[src/rtl/alu_pkg.sv]
// Shared types and constants for the multi-cycle execute stage.
// Opcode map, FSM states and multiply step count.
package alu_pkg;

    localparam int WIDTH      = 16;
    localparam int AW         = 3;
    localparam int MUL_CYCLES = 16;

    typedef enum logic [3:0] {
        OP_ADD = 4'd0,
        OP_SUB = 4'd1,
        OP_AND = 4'd2,
        OP_OR  = 4'd3,
        OP_XOR = 4'd4,
        OP_NOT = 4'd5,
        OP_PSB = 4'd6,
        OP_SHL = 4'd7,
        OP_SHR = 4'd8,
        OP_MUL = 4'd9
    } op_e;

    localparam logic [3:0] OP_LAST_VALID = 4'd9;

    typedef enum logic [1:0] {
        ST_IDLE  = 2'd0,
        ST_EXEC  = 2'd1,
        ST_WRITE = 2'd2
    } state_e;

endpackage

[src/rtl/shift_add_mul.sv]
// Sequential 16x16 shift-add multiplier, one partial product per step.
// Keeps a 32-bit accumulator so the carry flag can see the high half.
module shift_add_mul
    import alu_pkg::*;
(
    input  logic             clk,
    input  logic             reset,
    input  logic             load,
    input  logic             step,
    input  logic [WIDTH-1:0] a,
    input  logic [WIDTH-1:0] b,
    output logic [WIDTH-1:0] product_lo,
    output logic             hi_nonzero,
    output logic             last
);

    logic [2*WIDTH-1:0] acc_q;
    logic [2*WIDTH-1:0] mcand_q;
    logic [WIDTH-1:0]   mplier_q;
    logic [4:0]         cnt_q;

    always_ff @(posedge clk or posedge reset) begin
        if (reset) begin
            acc_q    <= '0;
            mcand_q  <= '0;
            mplier_q <= '0;
            cnt_q    <= '0;
        end else if (load) begin
            acc_q    <= '0;
            mcand_q  <= {{WIDTH{1'b0}}, a};
            mplier_q <= b;
            cnt_q    <= 5'(MUL_CYCLES);
        end else if (step) begin
            if (mplier_q[0]) begin
                acc_q <= acc_q + mcand_q;
            end
            mcand_q  <= mcand_q << 1;
            mplier_q <= mplier_q >> 1;
            cnt_q    <= cnt_q - 5'd1;
        end
    end

    assign product_lo = acc_q[WIDTH-1:0];
    assign hi_nonzero = |acc_q[2*WIDTH-1:WIDTH];
    // Asserted during the final step, so the FSM moves to WRITE right after it.
    assign last       = (cnt_q == 5'd1);

endmodule

[src/rtl/alu_exec.sv]
// Multi-cycle execute stage: single-cycle ALU ops, bit-serial shifts and
// a shift-add multiply, ending in a one-cycle register-file write request.
module alu_exec
    import alu_pkg::*;
(
    input  logic             clk,
    input  logic             reset,
    input  logic             start,
    input  logic [3:0]       op,
    input  logic [AW-1:0]    dest,
    input  logic [WIDTH-1:0] bus_a,
    input  logic [WIDTH-1:0] bus_b,
    output logic             busy,
    output logic             done,
    output logic [WIDTH-1:0] bus_w,
    output logic [AW-1:0]    addr_w,
    output logic             en_w,
    output logic             flag_z,
    output logic             flag_c,
    output logic             flag_n
);

    state_e           state_q;
    state_e           state_d;
    logic [3:0]       op_q;
    logic [AW-1:0]    dest_q;
    logic [WIDTH-1:0] res_q;
    logic             carry_q;
    logic [3:0]       cnt_q;

    logic             accept;
    logic             mul_load;
    logic             mul_step;
    logic [WIDTH-1:0] mul_lo;
    logic             mul_hi_nz;
    logic             mul_last;

    logic [WIDTH:0]   sum_ext;
    logic [WIDTH:0]   diff_ext;
    logic [WIDTH-1:0] alu_res;
    logic             alu_c;
    logic [WIDTH-1:0] fin_res;
    logic             fin_c;
    logic             op_valid_q;

    assign accept     = start && (state_q == ST_IDLE);
    assign op_valid_q = (op_q <= OP_LAST_VALID);

    // Shifts load A here and then shift it in res_q during EXEC.
    always_comb begin
        sum_ext  = {1'b0, bus_a} + {1'b0, bus_b};
        diff_ext = {1'b0, bus_a} - {1'b0, bus_b};
        alu_res  = '0;
        alu_c    = 1'b0;
        case (op)
            OP_ADD: begin
                alu_res = sum_ext[WIDTH-1:0];
                alu_c   = sum_ext[WIDTH];
            end
            OP_SUB: begin
                alu_res = diff_ext[WIDTH-1:0];
                alu_c   = diff_ext[WIDTH];
            end
            OP_AND:         alu_res = bus_a & bus_b;
            OP_OR:          alu_res = bus_a | bus_b;
            OP_XOR:         alu_res = bus_a ^ bus_b;
            OP_NOT:         alu_res = ~bus_a;
            OP_PSB:         alu_res = bus_b;
            OP_SHL, OP_SHR: alu_res = bus_a;
            default:        alu_res = '0;
        endcase
    end

    always_ff @(posedge clk or posedge reset) begin
        if (reset) begin
            state_q <= ST_IDLE;
        end else begin
            state_q <= state_d;
        end
    end

    always_comb begin
        state_d  = state_q;
        mul_load = 1'b0;
        mul_step = 1'b0;
        busy     = 1'b0;
        done     = 1'b0;
        en_w     = 1'b0;
        bus_w    = '0;
        addr_w   = '0;
        unique case (state_q)
            ST_IDLE: begin
                if (start) begin
                    if (op == OP_MUL) begin
                        mul_load = 1'b1;
                        state_d  = ST_EXEC;
                    end else if ((op == OP_SHL || op == OP_SHR) &&
                                 bus_b[3:0] != 4'd0) begin
                        state_d = ST_EXEC;
                    end else begin
                        state_d = ST_WRITE;
                    end
                end
            end
            ST_EXEC: begin
                busy = 1'b1;
                if (op_q == OP_MUL) begin
                    mul_step = 1'b1;
                    if (mul_last) begin
                        state_d = ST_WRITE;
                    end
                end else if (cnt_q == 4'd1) begin
                    state_d = ST_WRITE;
                end
            end
            ST_WRITE: begin
                busy    = 1'b1;
                done    = 1'b1;
                state_d = ST_IDLE;
                if (op_valid_q) begin
                    en_w   = 1'b1;
                    bus_w  = fin_res;
                    addr_w = dest_q;
                end
            end
            default: state_d = ST_IDLE;
        endcase
    end

    assign fin_res = (op_q == OP_MUL) ? mul_lo : res_q;
    assign fin_c   = (op_q == OP_MUL) ? mul_hi_nz : carry_q;

    always_ff @(posedge clk or posedge reset) begin
        if (reset) begin
            op_q    <= '0;
            dest_q  <= '0;
            res_q   <= '0;
            carry_q <= 1'b0;
            cnt_q   <= '0;
            flag_z  <= 1'b0;
            flag_c  <= 1'b0;
            flag_n  <= 1'b0;
        end else begin
            if (accept) begin
                op_q    <= op;
                dest_q  <= dest;
                res_q   <= alu_res;
                carry_q <= alu_c;
                cnt_q   <= bus_b[3:0];
            end else if (state_q == ST_EXEC && op_q != OP_MUL) begin
                cnt_q <= cnt_q - 4'd1;
                if (op_q == OP_SHL) begin
                    {carry_q, res_q} <= {res_q, 1'b0};
                end else begin
                    {res_q, carry_q} <= {1'b0, res_q};
                end
            end
            if (state_q == ST_WRITE && op_valid_q) begin
                flag_z <= (fin_res == '0);
                flag_c <= fin_c;
                flag_n <= fin_res[WIDTH-1];
            end
        end
    end

    shift_add_mul u_mul (
        .clk        (clk),
        .reset      (reset),
        .load       (mul_load),
        .step       (mul_step),
        .a          (bus_a),
        .b          (bus_b),
        .product_lo (mul_lo),
        .hi_nonzero (mul_hi_nz),
        .last       (mul_last)
    );

endmodule

[config.mk]
export PLATFORM = sky130hd
export DESIGN_NAME = alu_exec
export DESIGN_NICKNAME = d
export VERILOG_FILES = /design/src/rtl/alu_pkg.sv /design/src/rtl/shift_add_mul.sv /design/src/rtl/alu_exec.sv
export SDC_FILE = /design/constraint.sdc
export NUM_CORES = 1
export LEC_CHECK = 0
export ABC_CLOCK_PERIOD_IN_PS = 5100
export CORE_ASPECT_RATIO = 1.75
export CORE_MARGIN = 3
export CORE_UTILIZATION = 45
export CTS_CLUSTER_SIZE = 14
export DETAILED_ROUTE_END_ITERATION = 10
export GPL_ROUTABILITY_DRIVEN = 0
export HOLD_SLACK_MARGIN = 0.15
export PLACE_DENSITY = 0.68
export SLEW_MARGIN = 25
export SYNTH_ARGS = -nofsm -noshare
export SYNTH_HDL_FRONTEND = slang
export SYNTH_HIERARCHICAL = 1
export SYNTH_SLANG_ARGS = --single-unit
export TNS_END_PERCENT = 10
[constraint.sdc]
create_clock -name clk -period 5.1 [get_ports clk]
set_input_delay 1.02 -clock clk [delete_from_list [all_inputs] [get_ports clk]]
set_output_delay 1.02 -clock clk [all_outputs]
set_load 0.01 [all_outputs]
==> impl_summary.md <==
STA
The accumulated negative setup slack is 0 ns. The setup-violating endpoint count in the final report is 0. The fraction of the cycle the final worst path needs is 0.782.

The upper clock frequency limit is around 250 MHz. Setup repair after global routing left no endpoint under its margin. The worst setup skew after layout is between 0.01 and 0.015 ns. The smallest clock period supported by the final layout is computed as 3.99 ns. The hold violation count in the final report came to 0. The count of pins over their slew limit was 0. Headroom to the max-slew limit came out at 0.378. For the pin with the worst max-slew slack, the measured transition is roughly 0.93 ns.

Placed design
Once detailed placement completed, the half-perimeter wirelength came to 25.3 mm. In this run the tool buffered the top-level ports with 66 buffer cells. After detailed placement, the design holds a cell count of between 1.5k and 2k.

Logic synthesis
The share of the Yosys chip area taken by registers is 0.287. The synthesized-area fraction occupied by and/or/nand/nor cells is 0.181. A synthesized cell averages around 7.9 sq um. The arithmetic-cell share of the synthesized area counting full adders, half adders and majority gates is 0.114. Counting every instance in the synthesized netlist gives approximately 1.3k. The count of synthesis-stage warnings from yosys is 6. Sorting the synthesized cells by area gives the leading types as dfrtp_1, ha_1, nand2_1. By count the netlist is led by nand2_1, dfrtp_1, a21oi_1. The summed instance area of the synthesized netlist is 10300 sq um. The share of Yosys cell area claimed by the top area cell type is 0.287.

The number of synthesized flops with an enable pin is 0. In the synthesized netlist the dominant register cell turns out to be dfrtp_1. Counting flops with an async set or reset pin after synthesis yields a share of 1.00. The post-synthesis register bit count is 118. The multiplexer fraction of the synthesized cell area is 0.0516.

The biggest area contributor in the post-synthesis netlist is dfrtp_1. The xor-xnor portion of the synthesized cell area is 0.0416. The most instantiated library cell after synthesis is nand2_1.

The complex-gate fraction of the synthesized area was 0.260. The number of nets handed over by synthesis was between 1k and 1.5k. The dominant combinational cell family by area after synthesis is compound AO/OA/AOI/OAI gates. The number of distinct standard cells referenced by the synthesized netlist is between 80 and 90.

Clocking
The number of instances resized during post-cts repair is 0. The cell sitting at the root of the clock tree is a clkbuf_16. CTS saw 118 sinks.

The later pin in the worst-skew pair is clocked with a latency of approximately 0.43 ns. The depth of the CTS H-tree is 4. The CTS tree is yes. The largest buffer count on any clock path is 2.

The number of buffers inserted by hold repair at cts is 0. Clock-pin slew was measured on the worst setup and hold paths at about 0.06 ns. The number of buffers created by CTS is 17. Buffers added to address setup during post-CTS repair amount to 0.

Critical path
The reg-to-reg startpoint is op_q[1]$_DFFE_PP0P_. The largest delay contributor family on the critical path is compound AO/OA/AOI/OAI gates. The longest individual stage delay on the worst path is a little over 0.6 ns. The type of origin of the critical path is a flip-flop. The setup slack on the worst flop-to-flop path is around 2 ns. The worst register-to-register path has a depth of 9. STA puts the critical path data required time at just over 4 ns. The critical path starts at op_q[1]$_DFFE_PP0P_. The last element of the critical path is bus_w[7].

Traced cell by cell, the critical path runs through o21ai_0 -> nand2_1 -> a21oi_1 -> clkdlybuf4s50_1. The kind of end point of the critical path is a primary output. Counting both buffers and inverters, the worst setup path holds a total of 1.

The endpoint of the lowest-slack register-to-register path is u_mul/acc_q[29]$_DFFE_PP0P_. For the worst setup path, the data arrival time is between 2 and 3 ns. The category of the most critical setup path is flip-flop to primary output. The cell at the slowest stage of the critical path is clkdlybuf4s50_1. Of all nets on the critical path, the largest fanout is 21. In this run the number of cells on the critical path is 4.

Worst hold path
The min-delay analysis places its worst path in the category flip-flop to flip-flop.

Floorplanning
The number of cell rows is between 70 and 80. The area enclosed by the die boundary is between 20000 and 25000 sq um. The number of primary I/O pins is 67. The initial standard-cell utilization of the core is 0.461. The height of the die is slightly above 200 um. The core area is 22300 sq um. The die is 120 um wide.

Pwr
The static leakage power is ~4.9 nW. The power density over the cells is between 500 and 600 nW/um^2. VDD sags by at most around 0.26 mV. The total power is 6.48 mW.

Global routing
The overall track demand over capacity in global routing is 0.276. The total overflow reported by the global router is 0. Entering global routing, the biggest net connects around 90 pins. The first global-routing pass estimated ~54 mm of wire.

The number of antenna violations at the first check in global routing is 0. The number of global-route vias before repair is 9942.

Routing
Wires add up to roughly 34 mm. The number of routed nets with antenna violations is 0. The detailed router finished its first iteration with roughly 700 violations. The number of optimization iterations in the first detailed-route pass is 6.

After detailed routing, the number of remaining DRC violations is 0. In the final routed layout, each cell accounts on average for 20.8 um. The average vias per placed instance is slightly above 6.

For this block, the via count after detailed routing is just over 10k.

Final layout
Compared with the post-synthesis result, the final layout area differs by 14.3%. 0 antenna diodes ended up in the layout. The number of nets in the finished design is between 1k and 1.5k. In the final layout, the share of cells above drive strength 1 is 0.0561.

At the end of the flow the core is filled with cells to 0.527. The number of standard cells in the final layout excluding fillers is approximately 1.6k. Summing all multi-input logic gate instances after layout gives between 6000 and 7000 sq um. The sequential cell area is 2950 sq um. The count of filler cells inserted in the layout is ~2.2k.

Flow run
The tool flagged a number of max-cap violations equal to 0.

Status
The run finished with clean final reports.
==> worst reg2reg max path: stages, from the launching register on <==
cell and delay (ns):
dfrtp_1 0.41, nor2_1 0.18, and3_1 0.67, and2_2 0.51, nand2_1 0.09, buf_4 0.23, nor2_1 0.18, buf_4 0.26
or4b_1 0.46, nand3_1 0.07
==> cell usage in the layout (no fill, tap or decap), types with 6 or more instances in the layout <==
cell and instances:
o21a_1 11, o22a_1 6, o22ai_1 21, inv_1 72, o31ai_1 8, nor2_1 98
mux2i_1 52, a211oi_1 22, a22oi_1 9, nor2b_1 13, a31oi_1 28, nor3_1 11
o211ai_1 12, nand2b_1 9, nand2_1 206, clkdlybuf4s50_1 66, a221oi_1 7, ha_1 89
nor4_1 22, a21oi_1 110, a21o_1 14, clkbuf_16 17, nand3_1 19, nand4_1 10
xnor2_1 34, xor2_1 15, a22o_1 13, o21ai_0 89, buf_4 23, dfrtp_1 118
==> how the worst min path moves through the flow <==
stage / start / to / cells after the start
floorplan: dest_q[2]$_DFFE_PP0P_ / dest_q[2]$_DFFE_PP0P_ / 2
global placement: flag_z$_DFFE_PP0P_ / flag_z$_DFFE_PP0P_ / 2
detailed placement: flag_z$_DFFE_PP0P_ / flag_z$_DFFE_PP0P_ / 2
CTS: flag_z$_DFFE_PP0P_ / flag_z$_DFFE_PP0P_ / 2
global route: flag_z$_DFFE_PP0P_ / flag_z$_DFFE_PP0P_ / 2
finish: flag_z$_DFFE_PP0P_ / flag_z$_DFFE_PP0P_ / 2
==> per-layer routing <==
layer / routed length (um) / GRT usage
met5: 0 / 0
met4: 2240 / 0.169
met3: 1640 / 0.0345
met2: 18000 / 0.513
met1: 12100 / 0.293
==> metrics by stage <==
stage | hold WS [ns] | setup slack [ns] | area [sq um]
final | 0.466 | 1.11 | 11800
after global routing | 0.516 | 1.08 | 11800
after CTS | 0.472 | 1.15 | 11800
after detailed placement | 0.460 | 1.09 | 11100
after global placement | 0.451 | 1.13 | 11100
after floorplan | 0.437 | 1.89 | 10300
==> logic make-up after synthesis <==
logic type / count (synthesis)
AND/OR/NAND/NOR: 421
AO/OA/AOI/OAI: 409
buffers and inverters: 158
flip-flops: 118
adder cells (fa/ha/maj): 92
multiplexers: 53
XOR/XNOR: 49
==> cell type report <==
cell class / count / share of cell area
clock inverters: 9 / 0.0147
flip-flops and latches: 118 / 0.251
repair buffers: 89 / 0.0708
inverters: 74 / 0.0237
clock buffers: 22 / 0.0403
multi-input cells: 1024 / 0.568
well taps: 296 / 0.0315
==> registers in the layout (all words and copies together) (netlist names) <==
register	flops
u_mul/acc_q	32
u_mul/mcand_q	32
res_q	16
u_mul/mplier_q	16
u_mul/cnt_q	5
cnt_q	4
op_q	4
dest_q	3
state_q	2
carry_q	1
flag_c	1
flag_n	1
flag_z	1
==> where the power goes <==
group / total [mW] / switching (mW) / leakage (nW) / internal (mW)
combinational: 3.32 / 1.93 / 3.14 / 1.38
sequential: 1.82 / 0.459 / 1.40 / 1.36
clock: 1.34 / 0.444 / 0.316 / 0.900
total: 6.48 / 2.84 / 4.86 / 3.65
Note: power is estimated with default switching activity, not from simulation.
